File: config.mk
export PLATFORM = sky130hd
export DESIGN_NAME = seg_scan_decoder
export DESIGN_NICKNAME = d
export VERILOG_FILES = /design/src/rtl/seg_pkg.sv /design/src/rtl/seg7_pattern_decode.sv /design/src/rtl/seg_scan_decoder.sv
export SDC_FILE = /design/constraint.sdc
export NUM_CORES = 1
export LEC_CHECK = 0
export ABC_AREA = 0
export BUFFER_PORTS_ARGS = -buffer_cell sky130_fd_sc_hd__clkbuf_2
export CAP_MARGIN = 20
export CORE_UTILIZATION = 50
export CTS_BUF_LIST = sky130_fd_sc_hd__clkbuf_16
export DETAILED_ROUTE_END_ITERATION = 8
export PLACE_DENSITY = 0.73
export RECOVER_POWER = 50
export SLEW_MARGIN = 0
export SYNTH_ARGS = -nofsm -noshare
export SYNTH_HDL_FRONTEND = slang
export SYNTH_HIERARCHICAL = 1
export SYNTH_SLANG_ARGS = --single-unit
File: constraint.sdc
create_clock -name clk -period 3.2 [get_ports clk]
set_input_delay 0.64 -clock clk [delete_from_list [all_inputs] [get_ports clk]]
set_output_delay 0.64 -clock clk [all_outputs]
set_load 0.01 [all_outputs]
File: src/rtl/seg_pkg.sv
// Shared seven-segment definitions: the pattern table used by the display
// driver's encoder, the blank/invalid digit value, and the scan FSM states.
package seg_pkg;

  // Active-high segments, bit0 = a ... bit6 = g
  localparam logic [6:0] SEG_0 = 7'h3F;
  localparam logic [6:0] SEG_1 = 7'h06;
  localparam logic [6:0] SEG_2 = 7'h5B;
  localparam logic [6:0] SEG_3 = 7'h4F;
  localparam logic [6:0] SEG_4 = 7'h66;
  localparam logic [6:0] SEG_5 = 7'h6D;
  localparam logic [6:0] SEG_6 = 7'h7D;
  localparam logic [6:0] SEG_7 = 7'h07;
  localparam logic [6:0] SEG_8 = 7'h7F;
  localparam logic [6:0] SEG_9 = 7'h6F;

  localparam logic [3:0] SEG_BLANK_VAL = 4'hF;

  typedef enum logic [1:0] {
    ST_SETTLE,
    ST_CAPTURE,
    ST_HOLD
  } scan_state_t;

endpackage

File: src/rtl/seg7_pattern_decode.sv
// Combinational inverse of the seven-segment encode table: maps a 7-bit
// segment pattern back to its BCD digit, flagging anything not in the table.
module seg7_pattern_decode
  import seg_pkg::*;
(
  input  logic [6:0] pattern,
  output logic       ok,
  output logic [3:0] value
);

  always_comb begin
    ok    = 1'b1;
    value = SEG_BLANK_VAL;
    case (pattern)
      SEG_0:   value = 4'd0;
      SEG_1:   value = 4'd1;
      SEG_2:   value = 4'd2;
      SEG_3:   value = 4'd3;
      SEG_4:   value = 4'd4;
      SEG_5:   value = 4'd5;
      SEG_6:   value = 4'd6;
      SEG_7:   value = 4'd7;
      SEG_8:   value = 4'd8;
      SEG_9:   value = 4'd9;
      default: ok = 1'b0;
    endcase
  end

endmodule

File: src/rtl/seg_scan_decoder.sv
// Receive-side monitor for a multiplexed seven-segment bus: waits for each
// digit dwell to settle, decodes it once, and reports completed frames.
module seg_scan_decoder
  import seg_pkg::*;
#(
  parameter int NUM_DIGITS    = 5,
  parameter int STABLE_CYCLES = 4
) (
  input  logic                    clk,
  input  logic                    rst_n,
  input  logic [NUM_DIGITS-1:0]   SEG_SEL,
  input  logic [7:0]              SEG_DATA,
  output logic [4*NUM_DIGITS-1:0] digit_val,
  output logic [NUM_DIGITS-1:0]   digit_ok,
  output logic [NUM_DIGITS-1:0]   dp,
  output logic                    frame_valid,
  output logic                    pat_err
);

  localparam logic [3:0] STABLE_MAX = 4'(STABLE_CYCLES);

  logic [NUM_DIGITS-1:0] s_sel;
  logic [7:0]            s_data;
  logic [3:0]            cnt;
  logic [3:0]            cnt_next;
  logic                  in_match;
  logic                  sel_onehot;
  logic [NUM_DIGITS-1:0] seen;
  logic [NUM_DIGITS-1:0] seen_next;
  logic                  dec_ok;
  logic [3:0]            dec_val;
  scan_state_t           state;

  seg7_pattern_decode u_decode (
    .pattern (s_data[6:0]),
    .ok      (dec_ok),
    .value   (dec_val)
  );

  // Stability is judged by comparing the live bus with its one-cycle-old copy
  always_comb begin
    in_match   = (SEG_SEL == s_sel) && (SEG_DATA == s_data);
    cnt_next   = '0;
    if (in_match)
      cnt_next = (cnt < STABLE_MAX) ? cnt + 4'd1 : cnt;
    sel_onehot = $onehot(s_sel);
    seen_next  = seen | s_sel;
  end

  always_ff @(posedge clk or negedge rst_n) begin
    if (!rst_n) begin
      s_sel       <= '0;
      s_data      <= '0;
      cnt         <= '0;
      state       <= ST_SETTLE;
      seen        <= '0;
      digit_val   <= {NUM_DIGITS{SEG_BLANK_VAL}};
      digit_ok    <= '0;
      dp          <= '0;
      frame_valid <= 1'b0;
      pat_err     <= 1'b0;
    end else begin
      s_sel       <= SEG_SEL;
      s_data      <= SEG_DATA;
      cnt         <= cnt_next;
      frame_valid <= 1'b0;
      pat_err     <= 1'b0;
      case (state)
        ST_SETTLE: begin
          if (cnt_next == STABLE_MAX)
            state <= ST_CAPTURE;
        end
        // s_sel/s_data still hold the settled dwell here, so a bus change
        // arriving this cycle cannot corrupt the capture.
        ST_CAPTURE: begin
          if (sel_onehot) begin
            for (int i = 0; i < NUM_DIGITS; i++) begin
              if (s_sel[i]) begin
                digit_val[4*i +: 4] <= dec_val;
                digit_ok[i]         <= dec_ok;
                dp[i]               <= s_data[7];
              end
            end
            pat_err <= !dec_ok;
            if (&seen_next) begin
              frame_valid <= 1'b1;
              seen        <= '0;
            end else begin
              seen <= seen_next;
            end
          end
          state <= in_match ? ST_HOLD : ST_SETTLE;
        end
        ST_HOLD: begin
          if (!in_match)
            state <= ST_SETTLE;
        end
        default: state <= ST_SETTLE;
      endcase
    end
  end

endmodule

==> impl.org, run 1 <==
** Worst setup path
- Largest delay share family, worst path :: adder cells
- STA puts the critical path data required time at around 3.4 ns.
- Across all register-to-register paths, the minimum setup slack is approximately 0.24 ns.
- Worst-path maximum fanout :: 7
- STA classifies the critical path startpoint as a register.
- Traced cell by cell, the critical path runs through inv_1 > fa_1 > fa_1 > inv_1 > ha_1 > nor4_2 > and2_4 > nand2_8 > mux2_4.
- Together, buffers and inverters on the worst path number 2.
- Library cell contributing the largest single delay on the critical path :: sky130_fd_sc_hd__dfrtp_1
- CP max stage delay :: between 0.4 and 0.5 ns
- The critical path is of the reg -> reg type.
- Crit path DAT :: 3.13 ns
- STA classifies the critical path endpoint as a register.

** STA
- Setup total negative slack on the finished layout was measured at 0 ns.
- Setup-failing EPs final :: 0
- At the pin with the least slew margin, the transition time is about 1.3 ns.
- Headroom to the max-slew limit came out at 0.142.
- Final hold viol count :: 0
- The routed design could run at a clock period as short as approximately 3.0 ns.
- Based on the critical path, the design can be clocked at up to around 340 MHz.
- Unrepaired setup endpoints after global routing :: false
- Final max-slew violation count :: 0
- Layout Skew :: between 0.003 and 0.004 ns
- Final worst path period share :: 0.924

** Placement
- The placed instances occupy a cell area of a little under 3000 um2.
- The HPWL after detailed placement is about 3.6 mm.
- Number of I/O port buffers :: between 40 and 50
- At the end of routability-driven placement, the weighted congestion stood at 0.783.

** Power and ir drop
- Peak VDD IR :: between 0.0002 and 0.0003 V
- Overall power consumption after layout is estimated at between 1 and 1.5 mW.
- In this run the power density over the cells is between 400 and 500 nW/um2.
- Cell leakage power :: between 1 and 1.5 nW

** Clocking
- Buffers inserted to repair hold after CTS numbered 0.
- The number of gates resized after CTS was 0.
- The clock passes through at most 2 buffers.
- Counting the buffers created by CTS gives 5.
- TritonCTS built the clock tree.
- Maximum level of the CTS H-tree :: 2
- Sinks on the clock net :: 56
- Clk_lat worst skew :: just under 0.3 ns
- Post CTS Setup Buffer Count :: 0
- Clock-pin slew was measured on the worst setup and hold paths at around 0.070 ns.
- CTS placed an instance of sky130_fd_sc_hd__clkbuf_16 at the clock tree root.

** GRT
- The initial antenna violation count was 0.
- The number of global-route vias before repair came to approximately 1600.
- Total grt overflow :: 0
- Across every metal layer, demand over resource in global routing totals 0.192.
- Entering global routing, the biggest net connects 57 pins.
- Global-route wire length before repair :: about 7.8 mm

** Yosys
- Yosys printed 6 warnings.
- Number of distinct library cells after synthesis :: 34
- In this run, synthesis inferred 0 flip-flops with an integrated enable.
- Synth Net Count :: ~200
- Synth Instances :: about 180
- For this run, the leading register cell type out of synthesis is sky130_fd_sc_hd__dfrtp_1.
- Post-synthesis area per instance :: about 14 um2
- Of the synthesized area, sequential elements account for 0.543.
- Cell area after synthesis :: around 2600 um2
- Synthesis inferred 56 register bits.
- Proportion of synthesized flip-flops having asynchronous set or reset :: 1.00

** Route
- Once detail routing completed, the nets flagged for antenna violations numbered 0.
- Routed vias :: between 1500 and 2000
- Before antenna repair, the detailed router went through 4 iterations.
- Initial DRC Count :: 53
- Total detailed-routing wirelength :: roughly 4.8 mm
- DRC violations left :: 0
- Number of vias per cell after detailed routing :: 5.19
- Average detailed-routed wire length per instance :: roughly 16 um

** Die
- The die is about 75 um wide.
- Die Area :: between 5000 and 6000 um2
- For this configuration, the core starts out at a cell density of 0.518.
- Core Box Area :: 5070 um2
- I/O Pins :: 47
- Overall die height :: around 75 um
- The initialized floorplan defines 26 standard-cell rows.

** Finish
- Fin area :: a little over 3000 um2
- Final-stage net count :: ~260
- The multi-input combinational cells in the finished layout cover a total of roughly 1100 um2.
- The area growth from synthesis to layout is 17.3%.
- Fill cell total of the finished layout :: 415
- Summing all flip-flop and latch instances after layout gives 1430 um2.
- The number of antenna diodes in the final layout is 0.
- Fraction of final layout cells sized beyond drive strength 1 :: 0.422

** Status
- Status :: finished, final reports clean

** Job
- Maxcap violations :: 0

** Hold path
- Path type of the worst min-delay path :: in -> reg
## power by group
group | internal, mW | switching, mW
Clock | 0.365 | 0.234
Combinational | 0.0301 | 0.0476
Sequential | 0.717 | 0.0174
Total | 1.11 | 0.299
## routing by layer
| layer | GRT usage | share of wire | vias up |
|---|---|---|---|
| li1 | - | - | 755 |
| met1 | 0.261 | 0.47 | 787 |
| met2 | 0.305 | 0.48 | 45 |
| met3 | 0.0447 | 0.036 | 7 |
| met4 | 0.0566 | 0.012 | 0 |
| met5 | 0 | 0 | - |
## synthesized netlist by cell type (all sizes together), types with 2 or more instances
cell type | number | share of area
dfrtp | 36 | 0.34
mux2 | 30 | 0.17
dfstp | 20 | 0.20
inv | 14 | 0.020
nand2 | 9 | 0.044
a21oi | 8 | 0.015
nor3 | 8 | 0.015
xnor2 | 8 | 0.027
xor2 | 8 | 0.027
o21ai | 5 | 0.011
nor4 | 4 | 0.012
nand3 | 3 | 0.0057
nand4 | 3 | 0.0071
nor2 | 3 | 0.0043
and4b | 2 | 0.0076
buf | 2 | 0.010
fa | 2 | 0.015
ha | 2 | 0.0095
nor3b | 2 | 0.0057
o22ai | 2 | 0.0048
o32ai | 2 | 0.0067
## placed cells by master (no fill, tap or decap), types with 3 or more instances in the layout
cell	count
sky130_fd_sc_hd__clkbuf_2	31
sky130_fd_sc_hd__o21ai_0	4
sky130_fd_sc_hd__xnor2_1	8
sky130_fd_sc_hd__a21oi_1	8
sky130_fd_sc_hd__nand4_1	3
sky130_fd_sc_hd__mux2_4	30
sky130_fd_sc_hd__nor2_1	3
sky130_fd_sc_hd__nand2_8	5
sky130_fd_sc_hd__nand3_1	3
sky130_fd_sc_hd__nor3_1	8
sky130_fd_sc_hd__nor4_1	3
sky130_fd_sc_hd__nand2_1	4
sky130_fd_sc_hd__clkbuf_1	16
sky130_fd_sc_hd__dfstp_2	20
sky130_fd_sc_hd__xor2_1	8
sky130_fd_sc_hd__clkbuf_16	5
sky130_fd_sc_hd__dfrtp_1	36
sky130_fd_sc_hd__inv_1	15
## cell type report
class | count | share of cell area
well taps | 70 | 0.0284
flip-flops and latches | 56 | 0.463
repair buffers | 49 | 0.0747
multi-input cells | 110 | 0.364
inverters | 14 | 0.0170
clock inverters | 3 | 0.0126
clock buffers | 5 | 0.0406
## metrics by stage
stage	util	instances	hold slack [ns]	worst slack, ns
detailed placement	0.580	299	0.505	0.237
global route	0.607	307	0.479	0.0569
floorplan	-	182	0.344	0.404
CTS	0.612	307	0.476	0.229
finish	0.607	307	0.488	0.243
global placement	0.580	299	0.497	0.337
## final timing paths
check | startpoint | to | depth (start not counted)
min in group asynchronous | rst_n | s_sel[3] | 2
max in group asynchronous | rst_n | s_data[0] | 2
max reg2reg | s_sel[1] | digit_ok[4] | 9
max | s_sel[1] | digit_ok[4] | 9
min reg2reg | dp[3] | dp[3] | 1
min | SEG_SEL[4] | s_sel[4] | 1
## logic make-up after synthesis
family                   synth area share
adder cells (fa/ha/maj)            0.0247
AO/OA/AOI/OAI                      0.0600
multiplexers                        0.175
AND/OR/NAND/NOR                     0.114
flip-flops                          0.543
buffers and inverters              0.0305
XOR/XNOR                           0.0533
## state kept, by name (all words and copies together), names as in the netlist
name,flops
pat_err,1
seen,5
cnt,4
digit_val,20
digit_ok,5
state,2
frame_valid,1
s_data,8
s_sel,5
dp,5
Note: power is estimated with default switching activity, not from simulation.
==> run 2, diff against run 1 <==
SYNTH_HIERARCHICAL = unset   (was 1)
==> impl.org, run 2 <==
** Finish
- Final-stage net count :: roughly 280
- 0 antenna diodes ended up in the layout.
- The register with the most flip-flops in the layout has 20 of them.
- Relative to the synthesized area, the layout overhead comes to 16.8%.
- Largest registers :: digit_val (20), s_data (8)
- Fin area :: 2910 um2
- Most frequent standard cell in the layout excluding fill and tap cells :: sky130_fd_sc_hd__dfrtp_1
- The register with the most flip-flops in the final layout is digit_val.
- Highest-count cells in the layout ignoring fill and taps :: sky130_fd_sc_hd__dfrtp_1 (36), sky130_fd_sc_hd__clkbuf_2 (29), sky130_fd_sc_hd__nor2_1 (21)
- Final Core Density :: 0.612
- Final std cells w/o fill :: roughly 320
- In the final layout, the share of cells above drive strength 1 is 0.315.

** STA
- Setup slack after layout :: approximately 0.21 ns
- Final hold viol count :: 0
- Final hold analysis gives a worst-case slack of 0.475 ns.
- Relative slew slack :: 0.114
- The final number of max-transition violations came to 0.
- In the finished design, the share of the clock period the worst path needs comes to 0.934.
- Subtracting the final worst setup slack from the clock period gives ~3 ns.
- For the final routed database, the setup TNS stands at 0 ns.
- Setup-failing EPs final :: 0
- For the pin with the worst max-slew slack, the measured transition is around 1.3 ns.
- Top achievable clock speed :: between 300 and 400 MHz
- Setup repair after global routing left no endpoint under its margin.
- Clock skew on the completed layout was measured at 0.00821 ns.

** Die
- Die Area :: between 5000 and 6000 um2
- Core Box Area :: ~4800 um2
- I/O Pins :: 47
- Overall die height :: just over 70 um
- For this configuration, the core starts out at a cell density of 0.524.
- Floorplan row count :: 25
- Overall die width :: roughly 73 um

** Worst setup path
- Crit path DAT :: approximately 3.2 ns
- Required time of the critical path :: 3.39 ns
- Path length in cells of the critical path :: 10
- In this run the worst path has a maximum fanout of 11.
- Largest delay share family, worst path :: adder cells
- The startpoint identified for the worst register-to-register timing path is s_sel[1].
- R2r endpoint :: seen[0]
- On the worst path, the slowest cell contributes a delay of approximately 0.58 ns.
- Minimum setup slack among reg-to-reg paths :: between 0.2 and 0.25 ns
- Worst Path Buf+Inv :: 3
- Setup crit start kind :: register
- Worst setup path start :: s_sel[1]
- The critical path ends at seen[0].
- Kind of capture point of the worst setup path :: register
- Register-to-Register Path Depth :: 10
- Type of the worst setup path :: reg -> reg
- The signal on the critical path passes through inv_1 > fa_1 > fa_1 > inv_1 > ha_1 > nor4_2 > buf_4 > nand2_4 > or4_4 > o21a_1.
- Library cell contributing the largest single delay on the critical path :: sky130_fd_sc_hd__or4_4

** Yosys
- Synthesis produced a netlist with a net count of between 200 and 250.
- After synthesis, the mean cell area works out to 11.9 um2.
- Number of enable-type register cells in the synthesized netlist :: 0
- In the post-synthesis netlist, the biggest area contributors are sky130_fd_sc_hd__dfrtp_1 (36%), sky130_fd_sc_hd__dfstp_2 (21%), sky130_fd_sc_hd__mux2_2 (7.2%).
- Main flop type after synthesis :: sky130_fd_sc_hd__dfrtp_1
- Synth Instances :: 210
- During synthesis, Yosys emitted a total of 0 warnings.
- The biggest area contributor in the post-synthesis netlist is sky130_fd_sc_hd__dfrtp_1.
- Ranking of synthesized cells by instance count :: sky130_fd_sc_hd__dfrtp_1 (36), sky130_fd_sc_hd__nor2_1 (21), sky130_fd_sc_hd__dfstp_2 (20)
- Post-synthesis sequential element count :: between 50 and 60
- Most numerous cell in the Yosys netlist :: sky130_fd_sc_hd__dfrtp_1
- Of all flip-flops after synthesis, the portion carrying an async set or reset was 1.00.
- The mapped netlist covers around 2500 um2.
- Yosys mapped the design onto 44 distinct sky130hd cell types.
- Fraction of the yosys area taken by sequential cells :: 0.572
- Of the post-synthesis cell area, the dominant cell type holds 0.361.

** Route
- After detailed routing, the number of vias per cell comes to ~5.4.
- The detail route stage leaves a number of antenna-violating nets equal to 0.
- Routed vias :: around 1700
- DRC violations left :: 0
- The first detailed-routing pass took 4 iterations.
- Initial DRC Count :: ~140
- Average detailed-routed wire length per instance :: about 15 um
- Total detailed-routing wirelength :: between 4 and 5 mm

** GRT
- The first global-routing pass estimated roughly 8.2 mm of wire.
- In the global route stage, met3 resource usage came out at 0.0331.
- Global routing finished with a remaining overflow of 0.
- The global routing stage identified its most utilized layer as met2.
- Aggregate global-route resource usage :: 0.208
- Maximum number of pins on one net before global-route repair :: 32
- For this run, global-route usage on met2 was measured as 0.357.
- Antenna violations before repair :: 0
- The number of global-route vias before repair is roughly 1700.
- Global-route met1 utilization :: 0.267

** Power and ir drop
- Peak VDD IR :: 0.000340 V
- Overall power consumption after layout is estimated at approximately 1.3 mW.
- The analysis attributes to cell leakage a power of 1.36 nW.
- Power spread over the standard cell area amounts to ~460 nW/um2.

** Placement
- Pre-CTS setup slack :: ~0.23 ns
- Final RePlAce weighted congestion :: 0.810
- Area of placed instances :: 2800 um2
- Buffers placed on the I/O ports in this run total 46.
- In this run, placement finished with an instance count of around 320.
- Summed over all nets, the half-perimeter wirelength after detailed placement is about 3.7 mm.

** Clocking
- After clock tree synthesis, the repair step resized 0 gates.
- The longest clock path from root to sink contains 2 buffers.
- Hold buffers post-CTS :: 0
- After clock tree synthesis, the setup repair step added 0 buffers.
- Clk_lat worst skew :: around 0.3 ns
- Clock-pin slew was measured on the worst setup and hold paths at ~0.07 ns.
- Sinks on the clock net :: 56
- CTS buffer count :: 5
- The root buffer cell chosen for the clock tree is sky130_fd_sc_hd__clkbuf_16.
- The H-tree generated during clock tree synthesis spans 2 levels.
- CTS tree :: built

** Job
- Max-cap violations in this run came to 0.

** Status
- Status :: finished, final reports clean

** Hold path
- The tightest min-delay check is of the reg -> reg type.
## run 2: per-layer routing
| metal | share of wire | vias to the layer above | routed length [um] |
|---|---|---|---|
| li1 | - | 832 | - |
| met1 | 0.44 | 868 | 2140 |
| met2 | 0.52 | 35 | 2530 |
| met3 | 0.030 | 8 | 146 |
| met4 | 0.016 | 0 | 80 |
| met5 | 0 | - | 0 |
## run 2: how the worst min path moves through the flow
stage	slack (ns)	cells past startpoint	endpoint	startpoint
5_1_grt	0.48	1	s_data[2]	SEG_DATA[2]
3_3_place_gp	0.46	2	digit_val[3]	digit_val[3]
3_5_place_dp	0.47	2	digit_val[3]	digit_val[3]
2_1_floorplan	0.34	0	cnt[0]	rst_n
6_report	0.47	2	digit_val[3]	digit_val[3]
4_1_cts	0.38	1	s_data[7]	rst_n
## run 2: cell type report
class | instances | area (um2)
fillers | 426 | 1840
flip-flops and latches | 56 | 1430
multi-input cells | 132 | 971
repair buffers | 51 | 251
clock buffers | 5 | 125
well taps | 67 | 83.8
inverters | 10 | 37.5
clock inverters | 3 | 15.0
## run 2: power by group
group | switching (mW) | leakage, nW | internal, mW
clock | 0.242 | 0.0753 | 0.287
combinational | 0.0513 | 0.601 | 0.0322
sequential | 0.0160 | 0.679 | 0.717
total | 0.310 | 1.36 | 1.04
## run 2: worst min-delay path, stage by stage (launching register included)
cell	delay (ns)
sky130_fd_sc_hd__dfstp_2	0.37
sky130_fd_sc_hd__nand2_1	0.05
sky130_fd_sc_hd__o31ai_1	0.06
## run 2: kinds of logic after synthesis
| family | synth area share |
|---|---|
| xor gates and xnor gates | 0.0562 |
| buffers and inverters | 0.0382 |
| muxes | 0.0803 |
| adders and majority gates | 0.0261 |
| DFF | 0.572 |
| and+or+nand+nor | 0.141 |
| AOI/OAI and AO/OA | 0.0858 |
